[config.mk]
export PLATFORM = sky130hd
export DESIGN_NAME = timer_countdown_flat
export DESIGN_NICKNAME = d
export VERILOG_FILES = /design/src/rtl/timer_countdown_if.sv /design/src/rtl/timer_countdown.sv /design/src/flat_wrapper.sv
export SDC_FILE = /design/constraint.sdc
export NUM_CORES = 1
export LEC_CHECK = 0
export CAP_MARGIN = 20
export CORE_ASPECT_RATIO = 0.5
export CORE_MARGIN = 4
export CORE_UTILIZATION = 25
export DETAILED_ROUTE_END_ITERATION = 8
export DONT_BUFFER_PORTS = 1
export PLACE_DENSITY = 0.49
export SLEW_MARGIN = 10
export SYNTH_ARGS = -nofsm -noshare
export SYNTH_HDL_FRONTEND = slang
export SYNTH_SLANG_ARGS = --single-unit
[constraint.sdc]
create_clock -name clk -period 6.5 [get_ports clk]
set_input_delay 0.65 -clock clk [delete_from_list [all_inputs] [get_ports clk]]
set_output_delay 0.65 -clock clk [all_outputs]
set_load 0.02 [all_outputs]
[src/rtl/timer_countdown_if.sv]
// Control strobes, BCD load values and countdown outputs between the
// timer-setting logic, the countdown core and the display/alarm driver.
interface timer_countdown_if;
    logic       tick;
    logic       load;
    logic       start;
    logic       stop;
    logic       ack;
    logic [7:0] segundosT;
    logic [7:0] minutosT;
    logic [7:0] horasT;
    logic [7:0] segundosC_out;
    logic [7:0] minutosC_out;
    logic [7:0] horasC_out;
    logic       running;
    logic       alarm;

    modport master (
        output tick, load, start, stop, ack, segundosT, minutosT, horasT,
        input  segundosC_out, minutosC_out, horasC_out, running, alarm
    );

    modport slave (
        input  tick, load, start, stop, ack, segundosT, minutosT, horasT,
        output segundosC_out, minutosC_out, horasC_out, running, alarm
    );
endinterface

[src/rtl/timer_countdown.sv]
// BCD hh:mm:ss countdown with IDLE/RUN/PAUSE/DONE control and alarm output.
// Optional macro ALARM_BLINK_EN: alarm toggles on each tick while in DONE.
module timer_countdown #(
    parameter int unsigned ALARM_TICKS = 30
) (
    input  logic              clk,
    input  logic              reset,
    timer_countdown_if.slave  bus
);

    typedef enum logic [1:0] {
        ST_IDLE  = 2'd0,
        ST_RUN   = 2'd1,
        ST_PAUSE = 2'd2,
        ST_DONE  = 2'd3
    } state_t;

    state_t     r_state;
    state_t     w_state_nxt;
    logic [7:0] r_sec;
    logic [7:0] r_min;
    logic [7:0] r_hour;
    logic [7:0] w_sec_nxt;
    logic [7:0] w_min_nxt;
    logic [7:0] w_hour_nxt;
    logic       r_running;
    logic       w_running_nxt;
    logic       r_alarm;
    logic       w_alarm_nxt;
    logic [7:0] r_alarm_cnt;
    logic [7:0] w_alarm_cnt_nxt;
    logic [7:0] w_alarm_cnt_inc;
    logic [7:0] w_dec_sec;
    logic [7:0] w_dec_min;
    logic [7:0] w_dec_hour;
    logic       w_dec_zero;
    logic       w_count_zero;
    logic [7:0] w_ld_sec;
    logic [7:0] w_ld_min;
    logic [7:0] w_ld_hour;

    function automatic logic [7:0] clamp_low(input logic [7:0] v);
        if (v[3:0] > 4'd9) begin
            return {v[7:4], 4'd9};
        end else begin
            return v;
        end
    endfunction

    function automatic logic [7:0] sanitize_ms(input logic [7:0] v);
        if (v[7:4] > 4'd5) begin
            return 8'h59;
        end else begin
            return clamp_low(v);
        end
    endfunction

    function automatic logic [7:0] sanitize_hr(input logic [7:0] v);
        logic [7:0] t;
        t = clamp_low(v);
        if (t > 8'h23) begin
            return 8'h23;
        end else begin
            return t;
        end
    endfunction

    // 00 wraps to 59 so the caller can borrow from the next field up.
    function automatic logic [7:0] bcd_dec_wrap(input logic [7:0] v);
        if (v == 8'h00) begin
            return 8'h59;
        end else if (v[3:0] == 4'd0) begin
            return {v[7:4] - 4'd1, 4'd9};
        end else begin
            return {v[7:4], v[3:0] - 4'd1};
        end
    endfunction

    assign w_ld_sec     = sanitize_ms(bus.segundosT);
    assign w_ld_min     = sanitize_ms(bus.minutosT);
    assign w_ld_hour    = sanitize_hr(bus.horasT);
    assign w_count_zero = (r_sec == 8'h00) && (r_min == 8'h00) && (r_hour == 8'h00);

    assign w_dec_sec  = bcd_dec_wrap(r_sec);
    assign w_dec_min  = (r_sec == 8'h00) ? bcd_dec_wrap(r_min) : r_min;
    assign w_dec_hour = ((r_sec == 8'h00) && (r_min == 8'h00)) ? bcd_dec_wrap(r_hour) : r_hour;
    assign w_dec_zero = (w_dec_sec == 8'h00) && (w_dec_min == 8'h00) && (w_dec_hour == 8'h00);

    assign w_alarm_cnt_inc = r_alarm_cnt + 8'd1;

    // Next-state and next-count selection.
    always_comb begin
        w_state_nxt     = r_state;
        w_sec_nxt       = r_sec;
        w_min_nxt       = r_min;
        w_hour_nxt      = r_hour;
        w_alarm_cnt_nxt = r_alarm_cnt;
        case (r_state)
            ST_IDLE: begin
                if (bus.load) begin
                    w_sec_nxt  = w_ld_sec;
                    w_min_nxt  = w_ld_min;
                    w_hour_nxt = w_ld_hour;
                end else if (bus.start && !w_count_zero) begin
                    w_state_nxt = ST_RUN;
                end else begin
                    w_state_nxt = ST_IDLE;
                end
            end
            ST_RUN: begin
                if (bus.tick) begin
                    w_sec_nxt  = w_dec_sec;
                    w_min_nxt  = w_dec_min;
                    w_hour_nxt = w_dec_hour;
                end else begin
                    w_sec_nxt  = r_sec;
                end
                // Reaching zero wins over stop so a paused timer is never at 00:00:00.
                if (bus.tick && w_dec_zero) begin
                    w_state_nxt = ST_DONE;
                end else if (bus.stop) begin
                    w_state_nxt = ST_PAUSE;
                end else begin
                    w_state_nxt = ST_RUN;
                end
            end
            ST_PAUSE: begin
                if (bus.load) begin
                    w_sec_nxt   = w_ld_sec;
                    w_min_nxt   = w_ld_min;
                    w_hour_nxt  = w_ld_hour;
                    w_state_nxt = ST_IDLE;
                end else if (bus.start) begin
                    w_state_nxt = ST_RUN;
                end else begin
                    w_state_nxt = ST_PAUSE;
                end
            end
            ST_DONE: begin
                if (bus.ack) begin
                    w_state_nxt = ST_IDLE;
                end else if (bus.load) begin
                    w_sec_nxt   = w_ld_sec;
                    w_min_nxt   = w_ld_min;
                    w_hour_nxt  = w_ld_hour;
                    w_state_nxt = ST_IDLE;
                end else if (bus.tick && (ALARM_TICKS != 32'd0)) begin
                    w_alarm_cnt_nxt = w_alarm_cnt_inc;
                    if (w_alarm_cnt_inc == ALARM_TICKS[7:0]) begin
                        w_state_nxt = ST_IDLE;
                    end else begin
                        w_state_nxt = ST_DONE;
                    end
                end else begin
                    w_state_nxt = ST_DONE;
                end
            end
            default: begin
                w_state_nxt = ST_IDLE;
            end
        endcase
    end

    // Registered status outputs derived from the state being entered.
    always_comb begin
        w_running_nxt = (w_state_nxt == ST_RUN);
        w_alarm_nxt   = 1'b0;
        if (w_state_nxt != ST_DONE) begin
            w_alarm_nxt = 1'b0;
        end else if (r_state != ST_DONE) begin
            w_alarm_nxt = 1'b1;
        end else begin
`ifdef ALARM_BLINK_EN
            if (bus.tick) begin
                w_alarm_nxt = ~r_alarm;
            end else begin
                w_alarm_nxt = r_alarm;
            end
`else
            w_alarm_nxt = 1'b1;
`endif
        end
    end

    // State, count and status registers with synchronous reset.
    always_ff @(posedge clk) begin
        if (reset) begin
            r_state     <= ST_IDLE;
            r_sec       <= 8'h00;
            r_min       <= 8'h00;
            r_hour      <= 8'h00;
            r_running   <= 1'b0;
            r_alarm     <= 1'b0;
            r_alarm_cnt <= 8'd0;
        end else begin
            r_state   <= w_state_nxt;
            r_sec     <= w_sec_nxt;
            r_min     <= w_min_nxt;
            r_hour    <= w_hour_nxt;
            r_running <= w_running_nxt;
            r_alarm   <= w_alarm_nxt;
            if (w_state_nxt == ST_DONE && r_state == ST_DONE) begin
                r_alarm_cnt <= w_alarm_cnt_nxt;
            end else begin
                r_alarm_cnt <= 8'd0;
            end
        end
    end

    assign bus.segundosC_out = r_sec;
    assign bus.minutosC_out  = r_min;
    assign bus.horasC_out    = r_hour;
    assign bus.running       = r_running;
    assign bus.alarm         = r_alarm;

endmodule

[src/flat_wrapper.sv]
// flat-port wrapper written by rule: the top's interface ports become plain ports
module timer_countdown_flat 
#(
    parameter int unsigned ALARM_TICKS = 30
)
  (clk, reset, bus_tick, bus_load, bus_start, bus_stop, bus_ack, bus_segundosT, bus_minutosT, bus_horasT, bus_segundosC_out, bus_minutosC_out, bus_horasC_out, bus_running, bus_alarm);
  timer_countdown_if bus_i ();
  input  logic clk;
  input  logic reset;
  input wire logic [$bits(bus_i.tick)-1:0] bus_tick;
  input wire logic [$bits(bus_i.load)-1:0] bus_load;
  input wire logic [$bits(bus_i.start)-1:0] bus_start;
  input wire logic [$bits(bus_i.stop)-1:0] bus_stop;
  input wire logic [$bits(bus_i.ack)-1:0] bus_ack;
  input wire logic [$bits(bus_i.segundosT)-1:0] bus_segundosT;
  input wire logic [$bits(bus_i.minutosT)-1:0] bus_minutosT;
  input wire logic [$bits(bus_i.horasT)-1:0] bus_horasT;
  output wire logic [$bits(bus_i.segundosC_out)-1:0] bus_segundosC_out;
  output wire logic [$bits(bus_i.minutosC_out)-1:0] bus_minutosC_out;
  output wire logic [$bits(bus_i.horasC_out)-1:0] bus_horasC_out;
  output wire logic [$bits(bus_i.running)-1:0] bus_running;
  output wire logic [$bits(bus_i.alarm)-1:0] bus_alarm;
  assign bus_i.tick = bus_tick;
  assign bus_i.load = bus_load;
  assign bus_i.start = bus_start;
  assign bus_i.stop = bus_stop;
  assign bus_i.ack = bus_ack;
  assign bus_i.segundosT = bus_segundosT;
  assign bus_i.minutosT = bus_minutosT;
  assign bus_i.horasT = bus_horasT;
  assign bus_segundosC_out = bus_i.segundosC_out;
  assign bus_minutosC_out = bus_i.minutosC_out;
  assign bus_horasC_out = bus_i.horasC_out;
  assign bus_running = bus_i.running;
  assign bus_alarm = bus_i.alarm;
  timer_countdown #(.ALARM_TICKS(ALARM_TICKS)) u_core (.clk(clk), .reset(reset), .bus(bus_i));
endmodule
==> out/metrics.cfg <==
[sta]
tns_ns = 0
hold_viol = 0
fmax_ghz = 0.316
fin_skew_ns = 0.00467
max-slew-margin-rel_pct = 43.9
finalSetupViolCount = 0
min_period_ns = 3.17
slew_viol_final = 0
rsz0062_at_grt = false
fin_crit_sh_pct = 48.7
tightest_slew_ns = 0.840

[clocking]
numCtsBuffers = 5
cts_buffer_depth = 2
clock_sinks = 36
cts_hold_buffers = 0
cts_setup_buffers = 0
clk_pin_slew_ns = 0.06
insertion_delay_ns = 0.29
cts_tree = built
cts.htree.levels = 2
cts_resized = 0
clockRootBuffer = clkbuf_16

[drt]
totalWireLength_um = 7760
via_count = 2506
routed_via_density = 5.25
routedWlPerCell_um = 16.3
dr.pass1.iters = 4
route.detailed.drc = 0
antenna_left = 0
drt_iter0_drc = 214

[global_route]
grt_antenna_before_repair = 0
grt_usage_pct = 13.5
grt_pass1_wl_um = 12800
gr-total-overflow = 0
grt_max_degree = 33
grt_pass1_vias = 2431

[synth]
synthesis.area_um2 = 2550
synth_top_area_cell = dfxtp_1
synth_cell_type_count = 59
synth.most_common_cell = nor2_1
synth_ff_type = dfxtp_1
synthCells = 347
synthesis.nets = 389
synth-edff-count = 0
synth_area_leaders = dfxtp_1 28%, nor2_1 6.2%, a21oi_1 5.9%
ys_top_cells_by_count = 42 x nor2_1, 36 x dfxtp_1, 30 x a21oi_1
yosys.area.top_type_share_pct = 28.3
ys_seq_area_share_pct = 28.3
syn_avg_cell_area_um2 = 7.35
synth_seq_cells = 36
async_reset_ff_share_pct = 0
yosysWarnings = 0

[cells_and_area]
drive_above_1_share_pct = 7.02
stdcell_area_um2 = 2860
final_cells = 477
nets = 383
diodes = 0
syn2layout_area_growth_pct = 12.1

[placed_design]
dp.cells = 468
io_buffers = 0
hpwl_um = 5700
place_area_um2 = 2690
gp_congestion = 0.838

[pwr]
p_leak_nw = 0.939
power.density_nw_per_um2 = 243
vdd.ir_drop.worst_v = 0.0000894

[critical_path]
critPathMaxFanout = 7
regToRegEndpoint = u_core.bus.running
r2r_cells = 9
critPathSlowestCell = nor3b_1
startpoint_type = flip-flop
worst-path-buf-inv = 1
cp_slowest_stage_delay_ns = 0.71
cp-end-kind = flip-flop
ff2ff_setup_slack_ns = 3.33
cp_cell_sequence = inv_1 -> ha_1 -> nor3b_1 -> nand3_1 -> a211oi_1 -> o2111ai_1 -> nor4_2 -> o31ai_1 -> nor2b_1
path_delay_family = simple AND/OR/NAND/NOR gates
required_ns = 6.68
worstReg2RegStart = u_core.bus.minutosC_out[0]
cp.arrival_ns = 3.34
worstSetupPathType = reg -> reg

[die]
core-area_um2 = 9700
io_pins = 57
start_util_pct = 26.3
die_w_um = 151
die_area_um2 = 12000
die_height_um = 79.4
rows = 25

[status]
status = finished, final reports clean

[hold_path]
hold_depth = 1
hp-class = in -> reg
hold_path_end = u_core.r_state[1]
min-delay-start = reset

[job]
cap_violations = 0

-- cell usage in the layout (no fill, tap or decap), types with 4 or more instances in the layout --
cell       netlist  final
nand4_1          9      9
nor4_1           9      8
nand2b_1         5      5
dfxtp_1         36     36
nor2b_1          4      4
ha_1            11     11
clkbuf_16        0      5
or3_1            4      4
a211oi_1         7      7
nand2_1         27     27
inv_1           23     23
o21ai_0         12     12
nor3_1          18     18
nand3_1         12     12
o22ai_1          5      5
xnor2_1          6      6
a21oi_1         30     29
a31oi_1          6      6
nor2_1          42     42
-- cell families (layout without fill, tap and decap cells) --
family / after synthesis / count (layout) / synth area share, %
AO/OA/AOI/OAI: 93 / 93 / 24.2
multiplexers: 2 / 2 / 0.785
XOR/XNOR: 9 / 9 / 3.09
AND/OR/NAND/NOR: 156 / 156 / 32.3
adder cells (fa/ha/maj): 11 / 11 / 5.40
buffers and inverters: 40 / 35 / 5.94
flip-flops: 36 / 36 / 28.3
-- state kept, by name, indices dropped and copies added (netlist names) --
name                      count
u_core.bus.horasC_out         8
u_core.bus.minutosC_out       8
u_core.bus.segundosC_out      8
u_core.r_alarm_cnt            8
u_core.r_state                2
u_core.bus.alarm              1
u_core.bus.running            1
-- per-layer routing --
metal | share of wire, % | global-route usage, %
met5 | 0 | 0
met3 | 8.8 | 5.45
met2 | 44 | 20.1
met4 | 1.3 | 4.34
met1 | 46 | 17.8
-- how the worst max path moves through the flow --
stage                               startpoint            endpoint  cells past startpoint
floorplan           u_core.bus.minutosC_out[4]  u_core.bus.running                      9
global placement    u_core.bus.minutosC_out[4]  u_core.bus.running                      9
detailed placement  u_core.bus.minutosC_out[4]  u_core.bus.running                      9
CTS                 u_core.bus.minutosC_out[4]  u_core.bus.running                      9
global route        u_core.bus.minutosC_out[1]  u_core.bus.running                      9
finish              u_core.bus.minutosC_out[0]  u_core.bus.running                      9
-- power breakdown --
part / internal [mW] / switching (mW)
logic: 0.0563 / 0.0891
registers: 0.232 / 0.0342
clock network: 0.180 / 0.103
-- area by class of cell --
| class | instances | area [um^2] |
|---|---|---|
| fill | 1076 | 6840 |
| multi-input combinational | 271 | 1690 |
| sequential | 36 | 721 |
| tap | 135 | 169 |
| clock buffer | 5 | 125 |
| inverter | 23 | 86.3 |
| clock inverter | 3 | 42.5 |
| timing repair buffer | 4 | 27.5 |
-- through the flow --
step	power (mW)	utilization [%]	hold WS, ns	setup WS (ns)
2_1_floorplan	0.380	-	0.514	3.89
6_report	0.696	29.5	0.432	3.33
5_1_grt	0.738	29.5	0.413	3.08
3_3_place_gp	0.416	27.7	0.548	3.34
4_1_cts	0.703	29.4	0.420	3.23
3_5_place_dp	0.414	27.7	0.542	3.26
No activity file was read; power rests on OpenSTA's default activity.
